===== config.mk =====
export PLATFORM = sky130hd
export DESIGN_NAME = matrix_write_sequencer
export DESIGN_NICKNAME = d
export VERILOG_FILES = /design/src/rtl/matrix_write_sequencer.sv
export SDC_FILE = /design/constraint.sdc
export NUM_CORES = 1
export LEC_CHECK = 0
export CELL_PAD_IN_SITES_DETAIL_PLACEMENT = 0
export CELL_PAD_IN_SITES_GLOBAL_PLACEMENT = 2
export CORE_ASPECT_RATIO = 0.6
export CORE_MARGIN = 3
export CORE_UTILIZATION = 36
export CTS_BUF_LIST = sky130_fd_sc_hd__clkbuf_2 sky130_fd_sc_hd__clkbuf_4 sky130_fd_sc_hd__clkbuf_8
export DETAILED_ROUTE_END_ITERATION = 8
export HOLD_SLACK_MARGIN = 0.06
export PLACE_DENSITY_LB_ADDON = 0.05
export SLEW_MARGIN = 20
export SYNTH_ARGS = -nofsm -noshare
export SYNTH_HDL_FRONTEND = slang
export SYNTH_SLANG_ARGS = --single-unit

===== constraint.sdc =====
create_clock -name clk -period 5.1 [get_ports clk]
set_clock_uncertainty 0.15 [all_clocks]
set_input_delay 1.02 -clock clk [delete_from_list [all_inputs] [get_ports clk]]
set_output_delay 1.02 -clock clk [all_outputs]
set_load 0.02 [all_outputs]

===== src/rtl/matrix_write_sequencer.sv =====
// ----------------------------------------------------------------------------
// matrix_write_sequencer
//
// Purpose: loads one matrix at a time into the matrix storage block. A load
// command (rows x cols) allocates the next matrix ID. A valid/ready stream of
// 4-bit elements is then accepted, and each element is driven onto the
// storage write port in row-major order. This block is the only writer of
// the storage.
//
// Ports:
//   clk, rst                   clock (rising edge), async active-high reset
//   start, cfg_rows, cfg_cols  load request and dimensions (sampled in IDLE)
//   abort                      cancels a load in progress
//   elem_valid, elem_data      element stream in
//   elem_ready                 element stream ready (high in LOAD)
//   mem_full                   storage full flag (sampled only at start)
//   mem_we, mem_matrix_id,
//   mem_rows, mem_cols,
//   mem_addr_row, mem_addr_col,
//   mem_data                   registered storage write port
//   busy                       high while loading
//   done, alloc_id             completion pulse and ID of last completed matrix
//   err, err_code              error pulse and sticky cause
//                              (01 dims, 10 full, 11 abort)
// ----------------------------------------------------------------------------
module matrix_write_sequencer #(
  parameter int MAX_DIM = 5,
  parameter int NUM_IDS = 8
) (
  input  logic       clk,
  input  logic       rst,
  input  logic       start,
  input  logic [2:0] cfg_rows,
  input  logic [2:0] cfg_cols,
  input  logic       abort,
  input  logic       elem_valid,
  input  logic [3:0] elem_data,
  output logic       elem_ready,
  input  logic       mem_full,
  output logic       mem_we,
  output logic [2:0] mem_matrix_id,
  output logic [2:0] mem_rows,
  output logic [2:0] mem_cols,
  output logic [2:0] mem_addr_row,
  output logic [2:0] mem_addr_col,
  output logic [3:0] mem_data,
  output logic       busy,
  output logic       done,
  output logic [2:0] alloc_id,
  output logic       err,
  output logic [1:0] err_code
);

  typedef enum logic [1:0] {
    IDLE = 2'd0,
    LOAD = 2'd1,
    DONE = 2'd2,
    ERR  = 2'd3
  } state_t;

  localparam logic [2:0] MAX_DIM_V = 3'(MAX_DIM);
  localparam logic [2:0] LAST_ID   = 3'(NUM_IDS - 1);

  state_t     state;
  logic [2:0] row;
  logic [2:0] col;
  logic [2:0] next_id;

  logic       bad_dims;
  logic       handshake;

  assign bad_dims  = (cfg_rows == 3'd0) || (cfg_rows > MAX_DIM_V) ||
                     (cfg_cols == 3'd0) || (cfg_cols > MAX_DIM_V);

  // busy and elem_ready are pure decodes of the state register, so they
  // change on the same edge as the state itself.
  assign busy       = (state == LOAD);
  assign elem_ready = (state == LOAD);
  assign handshake  = elem_valid & elem_ready;

  always_ff @(posedge clk or posedge rst) begin
    if (rst) begin
      state         <= IDLE;
      row           <= 3'd0;
      col           <= 3'd0;
      next_id       <= 3'd0;
      mem_we        <= 1'b0;
      mem_matrix_id <= 3'd0;
      mem_rows      <= 3'd0;
      mem_cols      <= 3'd0;
      mem_addr_row  <= 3'd0;
      mem_addr_col  <= 3'd0;
      mem_data      <= 4'd0;
      done          <= 1'b0;
      alloc_id      <= 3'd0;
      err           <= 1'b0;
      err_code      <= 2'b00;
    end else begin
      // Pulse outputs default low; they are set on the edge entering the
      // state in which they are meant to be visible.
      mem_we <= 1'b0;
      done   <= 1'b0;
      err    <= 1'b0;

      case (state)
        IDLE: begin
          if (start) begin
            // Dimension errors are reported in preference to storage-full.
            if (bad_dims) begin
              err      <= 1'b1;
              err_code <= 2'b01;
              state    <= ERR;
            end else if (mem_full) begin
              err      <= 1'b1;
              err_code <= 2'b10;
              state    <= ERR;
            end else begin
              mem_rows      <= cfg_rows;
              mem_cols      <= cfg_cols;
              mem_matrix_id <= next_id;
              row           <= 3'd0;
              col           <= 3'd0;
              state         <= LOAD;
            end
          end
        end

        LOAD: begin
          // Abort wins over a same-cycle handshake: that element is dropped.
          // next_id is left alone so the next load reuses this ID.
          if (abort) begin
            err      <= 1'b1;
            err_code <= 2'b11;
            state    <= ERR;
          end else if (handshake) begin
            mem_we       <= 1'b1;
            mem_addr_row <= row;
            mem_addr_col <= col;
            mem_data     <= elem_data;
            if (col == mem_cols - 3'd1) begin
              col <= 3'd0;
              if (row == mem_rows - 3'd1) begin
                // Last element: done coincides with its write pulse.
                done     <= 1'b1;
                alloc_id <= mem_matrix_id;
                state    <= DONE;
              end else begin
                row <= row + 3'd1;
              end
            end else begin
              col <= col + 3'd1;
            end
          end
        end

        DONE: begin
          next_id <= (next_id == LAST_ID) ? 3'd0 : next_id + 3'd1;
          state   <= IDLE;
        end

        ERR: begin
          state <= IDLE;
        end

        default: state <= IDLE;
      endcase
    end
  end

endmodule


Word-level counts from Yosys, hierarchy flattened
Index checks and enable logic that the tools add are counted.
{"block": "totals", "word_cells": 98, "in_bits": 16, "register_bits": 38, "output_inout_bits": 29}
{"block": "classes", "eq_ne": 18, "bitwise": 4, "magnitude_cmp": 2, "n_reduce_logical": 15, "muxes": 39, "addsub": 5}
{"operator": "$mux 3", "n": 11}
{"operator": "$mux 2", "n": 11}
{"operator": "$mux 1", "n": 12}
{"operator": "$ne 2x2->1 const B", "n": 6}
{"operator": "$pmux 3 s2", "n": 2}
{"operator": "$reduce_and 4->1", "n": 3}
{"operator": "$add 3x1->3 const B", "n": 3}
{"operator": "$ne 3x2->1 const B", "n": 3}
{"operator": "$reduce_and 8->1", "n": 1}
{"operator": "$eq 3x3->1", "n": 2}
{"operator": "$gt 3x3->1 const B", "n": 2}
{"operator": "$logic_not 3->1", "n": 2}
{"operator": "$pmux 2 s3", "n": 1}
{"operator": "$reduce_and 6->1", "n": 1}
{"operator": "$sub 3x1->3 const B", "n": 2}
{"operator": "$reduce_and 5->1", "n": 1}
{"operator": "$eq 2x2->1 const B", "n": 2}
{"operator": "$ne 2x1->1 const B", "n": 2}
{"operator": "$pmux 2 s2", "n": 1}
{"operator": "$eq 3x3->1 const B", "n": 1}
{"operator": "$logic_or 1x1->1", "n": 3}
{"operator": "$ne 3x3->1 const B", "n": 1}
{"operator": "$not 1->1", "n": 3}
{"operator": "$reduce_and 3->1", "n": 1}
{"operator": "other kinds (6)", "n": 6}

Longest topological paths before layout
Gate-level depths: netlist of the first run.
{"block": "depth", "depth_word": 7, "ltp_mapped": 7, "mapped_depth_nobuf": 7}

Worst setup path before layout of the first run
Ideal clock, no wire load.
{"block": "synth_timing", "path_type": "reg2out", "startpoint": "register state[0]", "endpoint": "output port elem_ready", "t_arrival_ns": 1.313, "required_ns": 3.930, "path_buffers": 2, "slack_ns": 2.617, "stages_incl_launch_ff": 4, "path_cell_list": "dfrtp_1 -> clkbuf_1 -> nor2b_1 -> buf_4"}
{"block": "synth_between", "elab_chain_len": 1}
{"element": "start: declaration", "line": "64", "source": "state_t state;"}
{"element": "start signal: assignment", "line": "83", "source": "state <= IDLE;"}
{"element": "start signal: assignment", "line": "112", "source": "state <= ERR;"}
{"element": "start signal: assignment", "line": "116", "source": "state <= ERR;"}
{"element": "$eq 2x1->1"}
{"element": "end: declaration", "line": "38", "source": "output logic elem_ready,"}
Every way passes these cells.

Worst setup path in the final report of the first run
{"block": "layout_timing", "startpoint": "register state[0]", "endpoint": "output port busy"}
{"block": "layout_between", "elab_chain_len": 1}
{"element": "$eq 2x1->1", "line": "77", "source": "assign busy = (state == LOAD);"}
{"element": "end: declaration", "line": "47", "source": "output logic busy,"}
Every way passes these cells.

==> flow_summary.toml, run 1 <==
[run_status]
status = "complete, no violations"

[grt]
grt_pass1_vias = 1252
antenna_found_initial = 0
grt_pass1_wl_um = 6368
grt_usage_pct = 14.15
grt_max_degree = 39
gr-total-overflow = 0

[critical_path]
start_kind = "flop"
worstReg2RegEnd = "row[0]$_DFFE_PP0P_"
cp.required_ns = 3.93
reg2reg_from = "state[1]$_DFFE_PP0P_"
cp.arrival_ns = 1.92
end_kind = "output port"
worstRegToRegCells = 4
cp_max_fo = 12
reg2reg_slack_ns = 2.90
crit_type = "reg2out"

[floorplan]
pin_count = 45
coreArea_um2 = 4683
dieArea_um2 = 5906
die_x_um = 97.24
die_h_um = 60.74
rows = 19
start_util_pct = 38.39

[finish]
synthToLayoutAreaGrowth_pct = 33.75
num-fill-cells = 396
multiInputGateArea_um2 = 794.5
nNetsFinal = 209
final_common_cell = "clkdlybuf4s50_1"
drive_gt1_share_pct = 22.34
area.sequential_um2 = 950.9
antenna_cells = 0
layout_common_cells = "44 x clkdlybuf4s50_1, 38 x dfrtp_1, 21 x mux2_2, 8 x nand2_1, 8 x clkbuf_8"

[route]
drc = 0
finalWirelength_um = 3735
ant_nets = 0
first_pass_iters = 4
wl_per_cell_um = 14.88
drtIter0Drc = 47
via_per_inst = 4.932
vias = 1238

[timing]
slew_violations = 0
rsz0062_at_grt = "no"
setup_violations = 0
fin_crit_ns = 3.093
max_freq_mhz = 323.3
min_period_over_period_pct = 60.65
hold_viol_final = 0
finalSetupTns_ns = 0
slew_headroom_pct = 51.84
worst_slew_pin_slew_ns = 0.7133

[min_path]
min_path_cells = 2
hold_end = "err_code[0]$_DFFE_PP0P_"
hp-start = "err_code[0]$_DFFE_PP0P_"
hp-class = "reg2reg"

[placed_design]
dp_hpwl_um = 2822
io_buffers = 44
place.gp.congestion = 0.7911

[clock_network]
max-clock-path-buffers = 2
post_cts_buffers = 0
cts-root-buf = "clkbuf_8"
cts_made_buffers = 5
cts_resized = 0
cts_tree = "yes"
h-tree-depth = 2
clkSinkCount = 38
clk_pin_slew_worst_paths_ns = 0.07
cts_hold_buf = 0
clock_latency_ns = 0.28

[power]
vdd_drop_max_mv = 0.2656
p_leak_nw = 1.106
p_total_w = 0.001446
powerDensity_nw_per_um2 = 601.4

[yosys]
ys_warn_count = 0
syn_nets = 162
synth_area_um2 = 1798
ys_ff_latch = 38
seq_area_frac_synth_pct = 52.89
synth_edf_count = 0
netlist_instances = 140
synth.avg_cell_area_um2 = 12.84
ys_async_sr_fraction_pct = 100.0
synth_ff_type = "dfrtp_1"
synthDistinctLibCells = 40

[job]
drv_cap = 0
worst max path at each step:
| stage | from | to | cells past startpoint |
|---|---|---|---|
| 6_report | state[0]$_DFFE_PP0P_ | busy | 2 |
| 3_5_place_dp | cfg_rows[2] | mem_rows[2]$_DFFE_PP0P_ | 6 |
| 3_3_place_gp | cfg_rows[1] | mem_rows[2]$_DFFE_PP0P_ | 6 |
| 4_1_cts | state[0]$_DFFE_PP0P_ | elem_ready | 2 |
| 2_1_floorplan | state[0]$_DFFE_PP0P_ | elem_ready | 3 |
| 5_1_grt | state[0]$_DFFE_PP0P_ | busy | 2 |
registers in the layout, indices dropped and copies added (netlist names):
signal,flops
alloc_id,3
col,3
done,1
err,1
err_code,2
mem_addr_col,3
mem_addr_row,3
mem_cols,3
mem_data,4
mem_matrix_id,3
mem_rows,3
mem_we,1
next_id,3
row,3
state,2
cells by family (layout without fill, tap and decap cells):
kind of cell             after synthesis  count (layout)  share of synthesized area [%]
AND/OR/NAND/NOR                       36              36                          12.53
AO/OA/AOI/OAI                         19              19                          7.237
buffers and inverters                 11              59                          2.923
adder cells (fa/ha/maj)                6               6                          4.175
flip-flops                            38              38                          52.89
multiplexers                          24              24                          15.66
XOR/XNOR                               6               6                          4.593
through the flow:
| stage | hold slack [ns] | cell area, µm² | util, % | std cells | setup slack [ns] |
|---|---|---|---|---|---|
| detailed placement | 0.3242 | 2295 | 49.00 | 243 | 1.781 |
| global route | 0.3575 | 2405 | 51.35 | 251 | 1.867 |
| global placement | 0.3155 | 2295 | 49.00 | 243 | 1.919 |
| finish | 0.3330 | 2405 | 51.35 | 251 | 2.007 |
| floorplan | 0.3199 | 1798 | - | 140 | 2.617 |
| CTS | 0.3388 | 2405 | 51.35 | 251 | 1.976 |
where the power goes:
group	leakage [nW]	switching [W]	total (W)	internal, W
Clock	0.0575	0.000102	0.000239	0.000136
Combinational	0.566	0.000317	0.000682	0.000365
Sequential	0.482	0.000110	0.000525	0.000415
Total	1.11	0.000530	0.00145	0.000916
layout make-up:
type                       count  share of cell area [%]
multi-input combinational     91                   33.04
sequential                    38                   39.54
clock buffer                   8                   4.579
inverter                       6                  0.9365
tap                           63                   3.278
timing repair buffer          45                   18.63
cells in the mapped netlist, drive strengths merged (2+ instances only):
master / count / area share, %
nand4: 2 / 0.70
a22o: 2 / 0.97
a21oi: 5 / 1.4
or2: 2 / 0.70
ha: 6 / 4.2
nor2: 4 / 0.83
nand3: 2 / 0.56
mux2: 24 / 16
inv: 6 / 1.3
nand2b: 3 / 1.0
xnor2: 2 / 0.97
a21o: 2 / 0.83
and3: 3 / 1.3
a211o: 2 / 1.0
clkbuf: 2 / 0.42
nor2b: 2 / 0.70
and4b: 2 / 1.2
xor2: 2 / 0.97
o21a: 2 / 0.83
or3: 2 / 0.70
nor3: 4 / 2.0
dfrtp: 38 / 53
o21ai: 3 / 0.83
nand2: 8 / 1.7
buf: 3 / 1.3
metal layers:
layer	vias to the layer above	GRT usage (%)	wire, µm
li1	594	-	-
met1	606	21.21	1917
met2	33	19.12	1534
met3	5	4.363	239
met4	0	5.325	43
met5	-	0	0
critical path, cell delays in order (launching register included):
cell,delay [ns]
dfrtp_1,0.52
nor2b_1,0.42
clkdlybuf4s50_1,0.69
No activity file was read; power rests on OpenSTA's default activity.
==> inputs of run 2 (changes only) <==
--- a/config.mk
+++ b/config.mk
@@ -9,7 +9,7 @@
 export CELL_PAD_IN_SITES_GLOBAL_PLACEMENT = 2
 export CORE_ASPECT_RATIO = 0.6
 export CORE_MARGIN = 3
-export CORE_UTILIZATION = 36
+export CORE_UTILIZATION = 30
 export CTS_BUF_LIST = sky130_fd_sc_hd__clkbuf_2 sky130_fd_sc_hd__clkbuf_4 sky130_fd_sc_hd__clkbuf_8
 export DETAILED_ROUTE_END_ITERATION = 8
 export HOLD_SLACK_MARGIN = 0.06
==> constraint.sdc (replaced) <==
create_clock -name clk -period 2.81 [get_ports clk]
set_clock_uncertainty 0.15 [all_clocks]
set_input_delay 0.562 -clock clk [delete_from_list [all_inputs] [get_ports clk]]
set_output_delay 0.562 -clock clk [all_outputs]
set_load 0.02 [all_outputs]
==> flow_summary.toml, run 2 (synthesis results as in run 1) <==
[finish]
final_common_cell = "clkdlybuf4s50_1"
num-fill-cells = 551
synthToLayoutAreaGrowth_pct = 36.88
fin_area_um2 = 2461
drive_gt1_share_pct = 24.35
multiInputGateArea_um2 = 794.5
antenna_cells = 0
largest_reg_flops = 4
area.sequential_um2 = 950.9
largest_register = "mem_data"
nNetsFinal = 214
layout_common_cells = "44 x clkdlybuf4s50_1, 38 x dfrtp_1, 21 x mux2_2, 8 x nand2_1"

[timing]
finalSetupTns_ns = 0
min_period_over_period_pct = 87.01
worst_slew_pin_slew_ns = 0.4916
fin_crit_ns = 2.445
slew_violations = 0
slew_headroom_pct = 67.22
setup_violations = 0
hold_viol_final = 0
max_freq_mhz = 409.0
hold_ws_ns = 0.3408
rsz0062_at_grt = "no"

[floorplan]
die_h_um = 65.97
coreArea_um2 = 5675
dieArea_um2 = 6989
start_util_pct = 31.68
pin_count = 45
rows = 21
die_x_um = 105.9

[placed_design]
place.gp.congestion = 0.7330
dp_hpwl_um = 3016
io_buffers = 44
place_area_um2 = 2366

[critical_path]
cp_max_fo = 12
reg2reg_slack_ns = 0.55
slowest_delay_ns = 0.65
start_kind = "flop"
cp_num_buf_inv = 1
end_kind = "output port"
worstReg2RegEnd = "alloc_id[2]$_DFFE_PP0P_"
slowest_stage = "clkdlybuf4s50_1"
worstRegToRegCells = 6
cp.required_ns = 2.10
reg2reg_from = "mem_rows[0]$_DFFE_PP0P_"
path_cells = "nor2b_1, clkdlybuf4s50_1"
crit_type = "reg2out"
cp.arrival_ns = 1.73
cp_top_family = "buffers and inverters"

[min_path]
hp-start = "err_code[0]$_DFFE_PP0P_"
min_path_cells = 2
hold_end = "err_code[0]$_DFFE_PP0P_"
hp-class = "reg2reg"

[clock_network]
max-clock-path-buffers = 2
cts-root-buf = "clkbuf_8"
clkSinkCount = 38
cts_hold_buf = 0
post_cts_buffers = 0
cts_made_buffers = 5
clk_pin_slew_worst_paths_ns = 0.07
clock_latency_ns = 0.29
h-tree-depth = 2
cts_resized = 0
cts_tree = "yes"

[power]
sequentialPowerShare_pct = 36.2
internal_power_w = 0.001657
swShare_pct = 37.45
p_clk_share_pct = 15.0
p_sw_w = 0.0009925
vdd_drop_max_mv = 0.3678
p_comb_share_pct = 48.8
p_leak_nw = 1.127
powerDensity_nw_per_um2 = 1077

[grt]
grt_pass1_vias = 1318
grt_max_degree = 39
gr-total-overflow = 0
grt_pass1_wl_um = 6858
antenna_found_initial = 0
grt_usage_pct = 12.92

[route]
ant_nets = 0
finalWirelength_um = 4066
wl_per_cell_um = 14.89
vias = 1263
via_per_inst = 4.626
drtIter0Drc = 28
first_pass_iters = 4
drc = 0

[run_status]
status = "complete, no violations"

[job]
drv_cap = 0
run 2: cell types whose count changed in the layout (fill, tap and decap cells not counted), sizes merged:
cell / change
buf: +5
clkinv: +1
clkbuf: -1
run 2: layout make-up:
class	instances	area share [%]
sequential	38	38.64
clock buffer	7	3.660
clock inverter	1	0.2034
timing repair buffer	50	20.23
tap	80	4.067
multi-input combinational	91	32.28
inverter	6	0.9151
run 2: per-stage QoR:
stage          utilization, %  power, W  cells  setup WS [ns]
5_1_grt                 43.36  0.002852    273         0.2342
3_3_place_gp            41.69  0.002245    265         0.1407
2_1_floorplan               -  0.001733    140         0.6895
4_1_cts                 43.36  0.002688    273         0.3234
6_report                43.36  0.002650    273         0.3651
3_5_place_dp            41.69  0.002269    265         0.1129
run 2: power groups by stage:
stage	registers, W	clock network [W]	logic (W)
after CTS	0.000963	0.000417	0.00131
after detailed placement	0.000974	0	0.00130
after floorplan	0.00107	0	0.000666
final	0.000960	0.000396	0.00129
after global routing	0.00100	0.000441	0.00141
after global placement	0.000968	0	0.00128
run 2: routing by layer:
metal  track usage (%)  wire [µm]  up-vias
met1             18.43       2096      621
met5                 0          0        -
met4             5.170         46        0
met3             4.390        257        5
li1                  -          -      604
met2             17.78       1665       33
run 2: worst max-delay path by stage:
stage	from	endpoint	slack, ns	cells after the start
after floorplan	mem_cols[0]$_DFFE_PP0P_	alloc_id[0]$_DFFE_PP0P_	0.69	7
after global placement	cfg_rows[1]	row[0]$_DFFE_PP0P_	0.14	7
after detailed placement	cfg_rows[1]	mem_matrix_id[1]$_DFFE_PP0P_	0.11	7
after CTS	state[0]$_DFFE_PP0P_	elem_ready	0.32	2
after global routing	state[0]$_DFFE_PP0P_	elem_ready	0.23	2
final	state[0]$_DFFE_PP0P_	elem_ready	0.37	2
run 2: worst reg2reg max path, delay by kind of cell, from the launching register on:
| kind | cells | cell delay (ns) |
|---|---|---|
| AND/OR/NAND/NOR | 2 | 0.76 |
| flip-flops | 1 | 0.40 |
| multiplexers | 1 | 0.34 |
| adder cells (fa/ha/maj) | 1 | 0.30 |
| XOR/XNOR | 1 | 0.13 |
| buffers and inverters | 1 | 0.06 |
